### config.mk
export PLATFORM = sky130hd
export DESIGN_NAME = rom_upload_reader
export DESIGN_NICKNAME = d
export VERILOG_FILES = /design/src/rtl/rom_upload_reader.sv
export SDC_FILE = /design/constraint.sdc
export NUM_CORES = 1
export LEC_CHECK = 0
export ABC_AREA = 1
export BUFFER_PORTS_ARGS = -buffer_cell sky130_fd_sc_hd__buf_2
export CORE_ASPECT_RATIO = 1.25
export CORE_MARGIN = 2
export CORE_UTILIZATION = 47
export DETAILED_ROUTE_END_ITERATION = 6
export HOLD_SLACK_MARGIN = 0.05
export PLACE_DENSITY = 0.77
export SYNTH_ARGS = -nofsm -noshare
export SYNTH_HDL_FRONTEND = slang
export SYNTH_SLANG_ARGS = --single-unit
### constraint.sdc
create_clock -name clk -period 2.2 [get_ports clk]
set_input_delay 0 -clock clk [delete_from_list [all_inputs] [get_ports clk]]
set_output_delay 0 -clock clk [all_outputs]
set_load 0.005 [all_outputs]
### src/rtl/rom_upload_reader.sv
// rom_upload_reader
// Read-back end of the ROM download path. Serves HPS upload byte requests
// by reading the split 16-bit ROM (low/high byte lanes) and returning each
// byte in the original download byte order. The address mapping is the
// exact inverse of the download mapping, including the object-ROM bit
// shuffle above OBJADDR. It arbitrates for the shared ROM read port and
// keeps a running 16-bit checksum of the returned bytes.
//
// Handshake semantics: rom_req is held high with a stable rom_addr until a
// cycle where rom_gnt=1 (the grant cycle); rom_req drops the cycle after.
// rom_data is valid RD_LAT cycles after the grant cycle. din_valid is a
// one-cycle pulse; ioctl_din holds its value until the next pulse. A request
// is only accepted while busy=0 and no din_valid pulse is present.
//
// Ports:
//   clk, rst          clk_sys and synchronous active-high reset
//   ioctl_upload      upload session active (level)
//   ioctl_rd          one-cycle byte request strobe, with ioctl_addr
//   ioctl_addr        25-bit byte address
//   ioctl_din         returned byte (8'hFF when out of range)
//   din_valid         one-cycle pulse, ioctl_din new this cycle
//   busy              a request is in progress
//   rom_req/rom_gnt   shared ROM port request / grant
//   rom_addr          17-bit ROM word address
//   rom_data          ROM word, [7:0] low lane, [15:8] high lane
//   checksum          sum mod 2^16 of bytes returned this session
//   overrun           sticky: a request arrived while busy
module rom_upload_reader #(
  parameter int OBJADDR = 106496,
  parameter int OBJLEN  = 131072,
  parameter int RD_LAT  = 1
) (
  input  logic        clk,
  input  logic        rst,
  input  logic        ioctl_upload,
  input  logic        ioctl_rd,
  input  logic [24:0] ioctl_addr,
  output logic [7:0]  ioctl_din,
  output logic        din_valid,
  output logic        busy,
  output logic        rom_req,
  input  logic        rom_gnt,
  output logic [16:0] rom_addr,
  input  logic [15:0] rom_data,
  output logic [15:0] checksum,
  output logic        overrun
);

  typedef enum logic [2:0] {
    S_IDLE = 3'd0,
    S_ARB  = 3'd1,
    S_WAIT = 3'd2,
    S_DONE = 3'd3,
    S_OOR  = 3'd4
  } state_t;

  localparam logic [17:0] OBJ_LO = 18'(OBJADDR);
  localparam logic [18:0] OBJ_HI = 19'(OBJADDR + OBJLEN);

  state_t      r_state, w_state_n;
  logic [1:0]  r_cnt, w_cnt_n;
  logic        r_lane_lo, w_lane_lo_n;
  logic [16:0] r_rom_addr, w_rom_addr_n;
  logic        r_rom_req;
  logic        r_busy;
  logic        r_din_valid, w_din_valid_n;
  logic [7:0]  r_din, w_din_n;
  logic [15:0] r_checksum, w_checksum_n;
  logic        r_overrun, w_overrun_n;
  logic        r_upload_d;

  // Address decode of the incoming request
  logic        w_hi_zero;
  logic        w_in_low;
  logic        w_in_obj;
  logic [16:0] w_o;
  logic [16:0] w_obj_word;
  logic [16:0] w_dec_word;
  logic        w_dec_lane_lo;
  logic [7:0]  w_lane_byte;
  logic        w_req_seen;

  assign w_hi_zero  = (ioctl_addr[24:18] == 7'd0);
  assign w_in_low   = w_hi_zero && (ioctl_addr[17:0] < OBJ_LO);
  assign w_in_obj   = w_hi_zero && !w_in_low && ({1'b0, ioctl_addr[17:0]} < OBJ_HI);
  // Offset into the object region always fits in 17 bits when in range.
  assign w_o        = ioctl_addr[16:0] - OBJ_LO[16:0];
  // Bit 14 of the offset selects the lane; it is squeezed out of the word.
  assign w_obj_word = OBJ_LO[17:1] + {1'b0, w_o[16:15], w_o[13:0]};
  assign w_dec_word    = w_in_low ? ioctl_addr[17:1] : w_obj_word;
  assign w_dec_lane_lo = w_in_low ? ioctl_addr[0] : w_o[14];

  assign w_lane_byte = r_lane_lo ? rom_data[7:0] : rom_data[15:8];
  assign w_req_seen  = ioctl_rd && ioctl_upload;

  always_comb begin
    w_state_n     = r_state;
    w_cnt_n       = r_cnt;
    w_lane_lo_n   = r_lane_lo;
    w_rom_addr_n  = r_rom_addr;
    w_din_valid_n = 1'b0;
    w_din_n       = r_din;
    w_checksum_n  = r_checksum;
    w_overrun_n   = r_overrun;

    case (r_state)
      S_IDLE: begin
        // The din_valid cycle still counts as busy for new requests.
        if (w_req_seen && !r_din_valid) begin
          if (w_in_low || w_in_obj) begin
            w_rom_addr_n = w_dec_word;
            w_lane_lo_n  = w_dec_lane_lo;
            w_state_n    = S_ARB;
          end else begin
            w_state_n = S_OOR;
          end
        end
      end
      S_ARB: begin
        if (rom_gnt) begin
          w_cnt_n   = 2'(RD_LAT);
          w_state_n = S_WAIT;
        end
      end
      S_WAIT: begin
        if (r_cnt == 2'd1) begin
          w_din_n       = w_lane_byte;
          w_din_valid_n = 1'b1;
          w_checksum_n  = r_checksum + {8'h00, w_lane_byte};
          w_state_n     = S_DONE;
        end else begin
          w_cnt_n = r_cnt - 2'd1;
        end
      end
      S_DONE: begin
        w_state_n = S_IDLE;
      end
      S_OOR: begin
        w_din_n       = 8'hFF;
        w_din_valid_n = 1'b1;
        w_checksum_n  = r_checksum + 16'h00FF;
        w_state_n     = S_IDLE;
      end
      default: begin
        w_state_n = S_IDLE;
      end
    endcase

    if (w_req_seen && (r_busy || r_din_valid)) begin
      w_overrun_n = 1'b1;
    end

    // Session ended under an active request: abandon it silently.
    if (!ioctl_upload && (r_state != S_IDLE)) begin
      w_state_n     = S_IDLE;
      w_din_valid_n = 1'b0;
      w_din_n       = r_din;
      w_checksum_n  = r_checksum;
    end

    if (ioctl_upload && !r_upload_d) begin
      w_checksum_n = 16'h0000;
      w_overrun_n  = 1'b0;
    end
  end

  always_ff @(posedge clk) begin
    if (rst) begin
      r_state     <= S_IDLE;
      r_cnt       <= 2'd0;
      r_lane_lo   <= 1'b0;
      r_rom_addr  <= 17'd0;
      r_rom_req   <= 1'b0;
      r_busy      <= 1'b0;
      r_din_valid <= 1'b0;
      r_din       <= 8'hFF;
      r_checksum  <= 16'h0000;
      r_overrun   <= 1'b0;
      r_upload_d  <= 1'b0;
    end else begin
      r_state     <= w_state_n;
      r_cnt       <= w_cnt_n;
      r_lane_lo   <= w_lane_lo_n;
      r_rom_addr  <= w_rom_addr_n;
      r_rom_req   <= (w_state_n == S_ARB);
      r_busy      <= (w_state_n != S_IDLE);
      r_din_valid <= w_din_valid_n;
      r_din       <= w_din_n;
      r_checksum  <= w_checksum_n;
      r_overrun   <= w_overrun_n;
      r_upload_d  <= ioctl_upload;
    end
  end

  assign ioctl_din = r_din;
  assign din_valid = r_din_valid;
  assign busy      = r_busy;
  assign rom_req   = r_rom_req;
  assign rom_addr  = r_rom_addr;
  assign checksum  = r_checksum;
  assign overrun   = r_overrun;

endmodule
==> flow_summary.ini, run 1 <==
[run_status]
run_status = finished, final reports clean

[synth]
synthesis.nets = 521
synthTopCellsByArea = dfxtp_1, nand2_1, inv_1, nor2_1, nand3_1
yosys_warnings = 0
netlist_area_mm2 = 0.003014
async_flop_share_pct = 0
ys_seq_elements = 52
synth_top_area_share_pct = 34.54
synth_common_cells = nand2_1, inv_1, dfxtp_1, nor2_1, nand3_1
synth_enable_flop_cells = 0
yosysMostFrequentCell = nand2_1
synth_cells = 463
syn_avg_cell_area_um2 = 6.510
synth.distinct_cells = 36
synth_ff_type = dfxtp_1
ys_seq_area_share_pct = 34.54
yosys.area.top_type = dfxtp_1

[power]
netSwitchingFraction_pct = 27.87
p_per_area_mw_per_mm2 = 478.0
p_clk_share_pct = 30.4
p_int_mw = 1.314
ir_drop_v = 0.0003046
cellLeakagePower_nw = 1.956
p_comb_share_pct = 16.4
p_seq_share_pct = 53.2
p_switching_mw = 0.5078

[routing]
wl_um = 7883
ant_nets = 0
first_pass_iters = 4
first_iter_violations = 119
drc = 0
wire_per_inst_um = 12.17
vias_per_cell = 4.912
vias = 3183

[timing]
fin_crit_ns = 2.094
tightestPinTransition_ns = 0.5746
finalSetupViolations = 0
finalClockSkew_ns = 0.004632
fin_tns_setup_ns = 0
timing.final.ws_setup_ns = 0.1065
finalHoldViolations = 0
rsz0062_at_grt = yes
fin_crit_sh_pct = 95.16
fmax_ghz = 0.4777
relSlewSlack_pct = 61.65
slew_violations = 0

[grt]
grt-ovfl-total = 0
use_met3_pct = 3.987
gr-max-usage-layer = met2
antenna_found_initial = 0
grtUsageMet1_pct = 25.40
grt_start_max_net_pins = 32
grt_pass1_wl_um = 12570
grt_pass1_vias = 2983
grt_usage_pct = 22.39
grt_util_met2_pct = 41.09

[min_path]
hold_class = in -> reg

[clock_network]
root_buffer = clkbuf_8
clkLatencyLatePin_ns = 0.31
clkSlewWorstSetupHoldPaths_ns = 0.10
cts_buffers = 5
clockBufferDepth = 2
cts_tree = yes
htreeDepth = 2
cts.sinks = 52

[flow_run]
cap_violations = 0

[floorplan]
start_util_pct = 48.57
die_area_mm2 = 0.007074
core_mm2 = 0.006206
die_h_um = 93.54
io_pins = 91
die_w_um = 75.63
rows = 32

[placement]
gp_congestion = 1.028
placedCellCount = 634
portBuffers = 90
dp_slack_ns = -0.1053
hpwl_um = 5903

[critical_path]
crit_path_end_kind = flop
path_class = reg -> reg
critPathRequiredTime_ns = 2.41
cp-start-kind = flop
cp.arrival_ns = 2.30
worstPathMaxFanout = 5

[final_layout]
area_growth_pct = 26.48
antenna_cells = 0
nNetsFinal = 620
drive_gt1_share_pct = 24.51
fin_cells = 648
[cells by family after synthesis]
logic type | Yosys count | share of synthesized area, %
compound gates | 50 | 8.801
fa+ha+maj | 12 | 5.230
buf+inv | 69 | 9.879
flops | 52 | 34.54
simple gates | 275 | 40.10
xor+xnor | 5 | 1.453
[path summary, 6_finish.rpt]
kind	start	slack, ns	endpoint	depth (start not counted)
max reg2reg	r_state[1]	0.11	checksum[14]	13
max	r_state[1]	0.11	checksum[14]	13
min reg2reg	rom_addr[9]	0.47	rom_addr[9]	2
min	ioctl_addr[8]	0.06	rom_addr[8]	5
[layout by cell type, fill, tap and decap left out, types with 3 or more instances in the layout]
cell type	synthesis	layout
nand3_2	1	5
nand3_1	31	27
inv_1	54	54
ha_4	0	5
xnor2_1	3	3
buf_2	4	90
clkbuf_8	0	5
o21ai_0	14	13
nand3b_1	14	14
nand2_1	157	156
buf_4	3	9
dfxtp_1	52	49
dlygate4sd3_1	0	5
nor2_1	52	51
nand2_2	4	4
ha_1	11	5
a21oi_1	30	29
nand4_1	5	5
[sequential cells by signal, summed over array words and instances (netlist names), 2 cells and up]
signal and flops:
ioctl_din 8, r_cnt 2, r_state 3, checksum 16, rom_addr 17
[power groups by stage]
stage / clock network [mW] / registers [mW] / logic, mW
after global placement: 0 / 0.991 / 0.269
after CTS: 0.575 / 0.969 / 0.283
after global routing: 0.611 / 0.972 / 0.337
after detailed placement: 0 / 0.991 / 0.271
after floorplan: 0 / 0.990 / 0.166
final: 0.553 / 0.970 / 0.300
[repair_timing]
item | 4_1_cts | 5_1_grt
endpoints found under the setup margin | 9 | 12
pin swaps | 1 | 4
setup buffers | 0 | 1
endpoints found under the hold margin | 5 | 0
gates resized for setup | 5 | 20
hold buffers | 5 | 0
[cell type report]
cell class                      instances  area (µm²)
Inverter                               57       215.2
Timing Repair Buffer                  104       568.0
Tap cell                               85       106.4
Clock inverter                          2       16.27
Sequential cell                        52        1047
Clock buffer                            6       72.57
Multi-Input combinational cell        342        1787
Fill cell                             577        2394
[critical path: stages (launching register included)]
cell      delay, ns
dfxtp_4        0.37
nor2_4         0.14
nand2_4        0.08
nand3_2        0.08
ha_2           0.18
inv_1          0.05
fa_2           0.33
nand3b_1       0.17
nand2_2        0.14
a21oi_1        0.09
nor2_2         0.16
nand3_1        0.09
nand2_1        0.07
nor2_1         0.04
[layer usage]
layer  routed length, µm  up-vias
met3                 524       11
met4                 132        0
met1                3221     1414
met2                4004      103
met5                   0        -
li1                    -     1655
[per-stage QoR]
step                power (mW)  util, %  cell area, µm²  hold WS, ns
floorplan                1.156        -            3014       0.1455
global placement         1.259    57.16            3547       0.2755
detailed placement       1.262    57.16            3547       0.2910
CTS                      1.828    59.78            3710      0.05030
global route             1.920    61.43            3812      0.08140
finish                   1.822    61.43            3812      0.05883
No activity file was read; power rests on OpenSTA's default activity.
==> run 2, diff against run 1 <==
CORE_UTILIZATION = 56   (was 47)
PLACE_DENSITY = 0.86   (was 0.77)
clock period = 2.6 ns   (was 2.2 ns; I/O delays follow)
==> flow_summary.ini, run 2 (synthesis gave the netlist of run 1 again) <==
[timing]
finalSetupViolations = 0
fmax_ghz = 0.4199
fin_tns_setup_ns = 0
fin_crit_ns = 2.382
relSlewSlack_pct = 60.44
finalClockSkew_ns = 0.008396
tightestPinTransition_ns = 0.5928
slew_violations = 0
rsz0062_at_grt = no
finalHoldViolations = 0
fin_crit_sh_pct = 91.61

[grt]
use_met3_pct = 5.170
grt-ovfl-total = 0
gr-max-usage-layer = met2
grt_pass1_wl_um = 12710
grt_start_max_net_pins = 32
grt_usage_pct = 26.03
grt_util_met2_pct = 47.64
grt_pass1_vias = 3015
antenna_found_initial = 0
grtUsageMet1_pct = 28.86

[critical_path]
crit_path_end_kind = flop
crit_path_top_delay_cell = fa_1
ff2ff_path_depth = 13
cpPeakStageDelay_ns = 0.40
path_cells = nor2_2 -> nand2_2 -> nand3_1 -> ha_1 -> inv_1 -> fa_1 -> nand3b_1 -> nand2_2 -> a21oi_1 -> nor2_2 -> nand3_1 -> nand2_1 -> nor2_1
path_class = reg -> reg
worstPathMaxFanout = 9
critPathRequiredTime_ns = 2.81
path_delay_family = simple AND/OR/NAND/NOR gates
crit_cells = 13
cp-start-kind = flop
worst-path-buf-inv = 1
cp.arrival_ns = 2.59

[routing]
drc = 0
first_pass_iters = 4
ant_nets = 0
vias_per_cell = 5.137
wire_per_inst_um = 12.23
wl_um = 7508
vias = 3154
first_iter_violations = 120

[clock_network]
cts_buffers = 5
clkSlewWorstSetupHoldPaths_ns = 0.10
cts.sinks = 52
htreeDepth = 2
clockBufferDepth = 2
post_cts_buffers = 0
clkLatencyLatePin_ns = 0.31
cts_tree = yes
root_buffer = clkbuf_8

[run_status]
run_status = finished, final reports clean

[min_path]
hold_depth = 5
hold_class = in -> reg

[placement]
placedCellCount = 604
portBuffers = 90
place_area_mm2 = 0.003466
hpwl_um = 5878
gp_congestion = 0.9373

[final_layout]
fin_cells = 614
largest_reg_flops = 17
nNetsFinal = 609
final_common_cell = nand2_1
drive_gt1_share_pct = 21.01
fillers = 484
antenna_cells = 0
stdcell_area_mm2 = 0.003586
area_growth_pct = 18.97
layout_common_cells = nand2_1, buf_2, inv_1

[power]
p_per_area_mw_per_mm2 = 424.6
ir_drop_v = 0.0002607
cellLeakagePower_nw = 1.895

[floorplan]
start_util_pct = 58.50
die_w_um = 69.62
rows = 29
core_mm2 = 0.005152
die_h_um = 86.03
die_area_mm2 = 0.005989
io_pins = 91

[flow_run]
cap_violations = 0
## run 2: report_power, final
part	total (mW)	switching, mW	internal (mW)
logic	0.225	0.134	0.0913
clock network	0.477	0.285	0.192
registers	0.820	0.0102	0.810
## run 2: path summary, 6_finish.rpt
check,end,start,slack (ns)
worst max register to register,checksum[14],r_state[1],0.22
worst min-delay path,rom_addr[6],ioctl_addr[7],0.05
worst max-delay path,checksum[14],r_state[1],0.22
worst min register to register,rom_addr[15],rom_addr[15],0.47
## run 2: layout make-up
| class | count | area, µm² | area share, % |
|---|---|---|---|
| multi-input combinational | 342 | 1680 | 46.86 |
| sequential | 52 | 1042 | 29.06 |
| timing repair buffer | 93 | 478.0 | 13.33 |
| inverter | 57 | 217.7 | 6.071 |
| tap | 62 | 77.57 | 2.163 |
| clock buffer | 5 | 68.82 | 1.919 |
| clock inverter | 3 | 21.27 | 0.5932 |
## run 2: metal layers
metal / routed length [µm] / vias to the layer above / part of all wire, %
li1: - / 1633 / -
met1: 3053 / 1378 / 41
met2: 3698 / 119 / 49
met3: 493 / 24 / 6.6
met4: 262 / 0 / 3.5
met5: 0 / - / 0
## run 2: per-stage QoR
stage | setup WS (ns) | hold slack [ns] | util [%] | power (mW)
floorplan | 0.4512 | 0.1455 | - | 0.9785
global placement | 0.2120 | 0.2711 | 67.27 | 1.057
detailed placement | 0.1436 | 0.2841 | 67.27 | 1.060
CTS | 0.1191 | 0.05034 | 69.40 | 1.535
global route | 0.008656 | 0.07386 | 69.60 | 1.598
finish | 0.2182 | 0.04731 | 69.60 | 1.523
## run 2: repair_timing
action / CTS / global route
endpoints found under the hold margin: 2 / 0
gates resized for setup: 0 / 4
hold buffers: 2 / 0
setup endpoints to repair: 0 / 9
## run 2: worst reg2reg max path: cells and delay by family, from the launching register on
family / cells / cell delay [ns]
AOI/OAI and AO/OA: 1 / 0.09
adders and majority gates: 2 / 0.62
buffers and inverters: 1 / 0.07
DFF: 1 / 0.36
and+or+nand+nor: 9 / 1.15
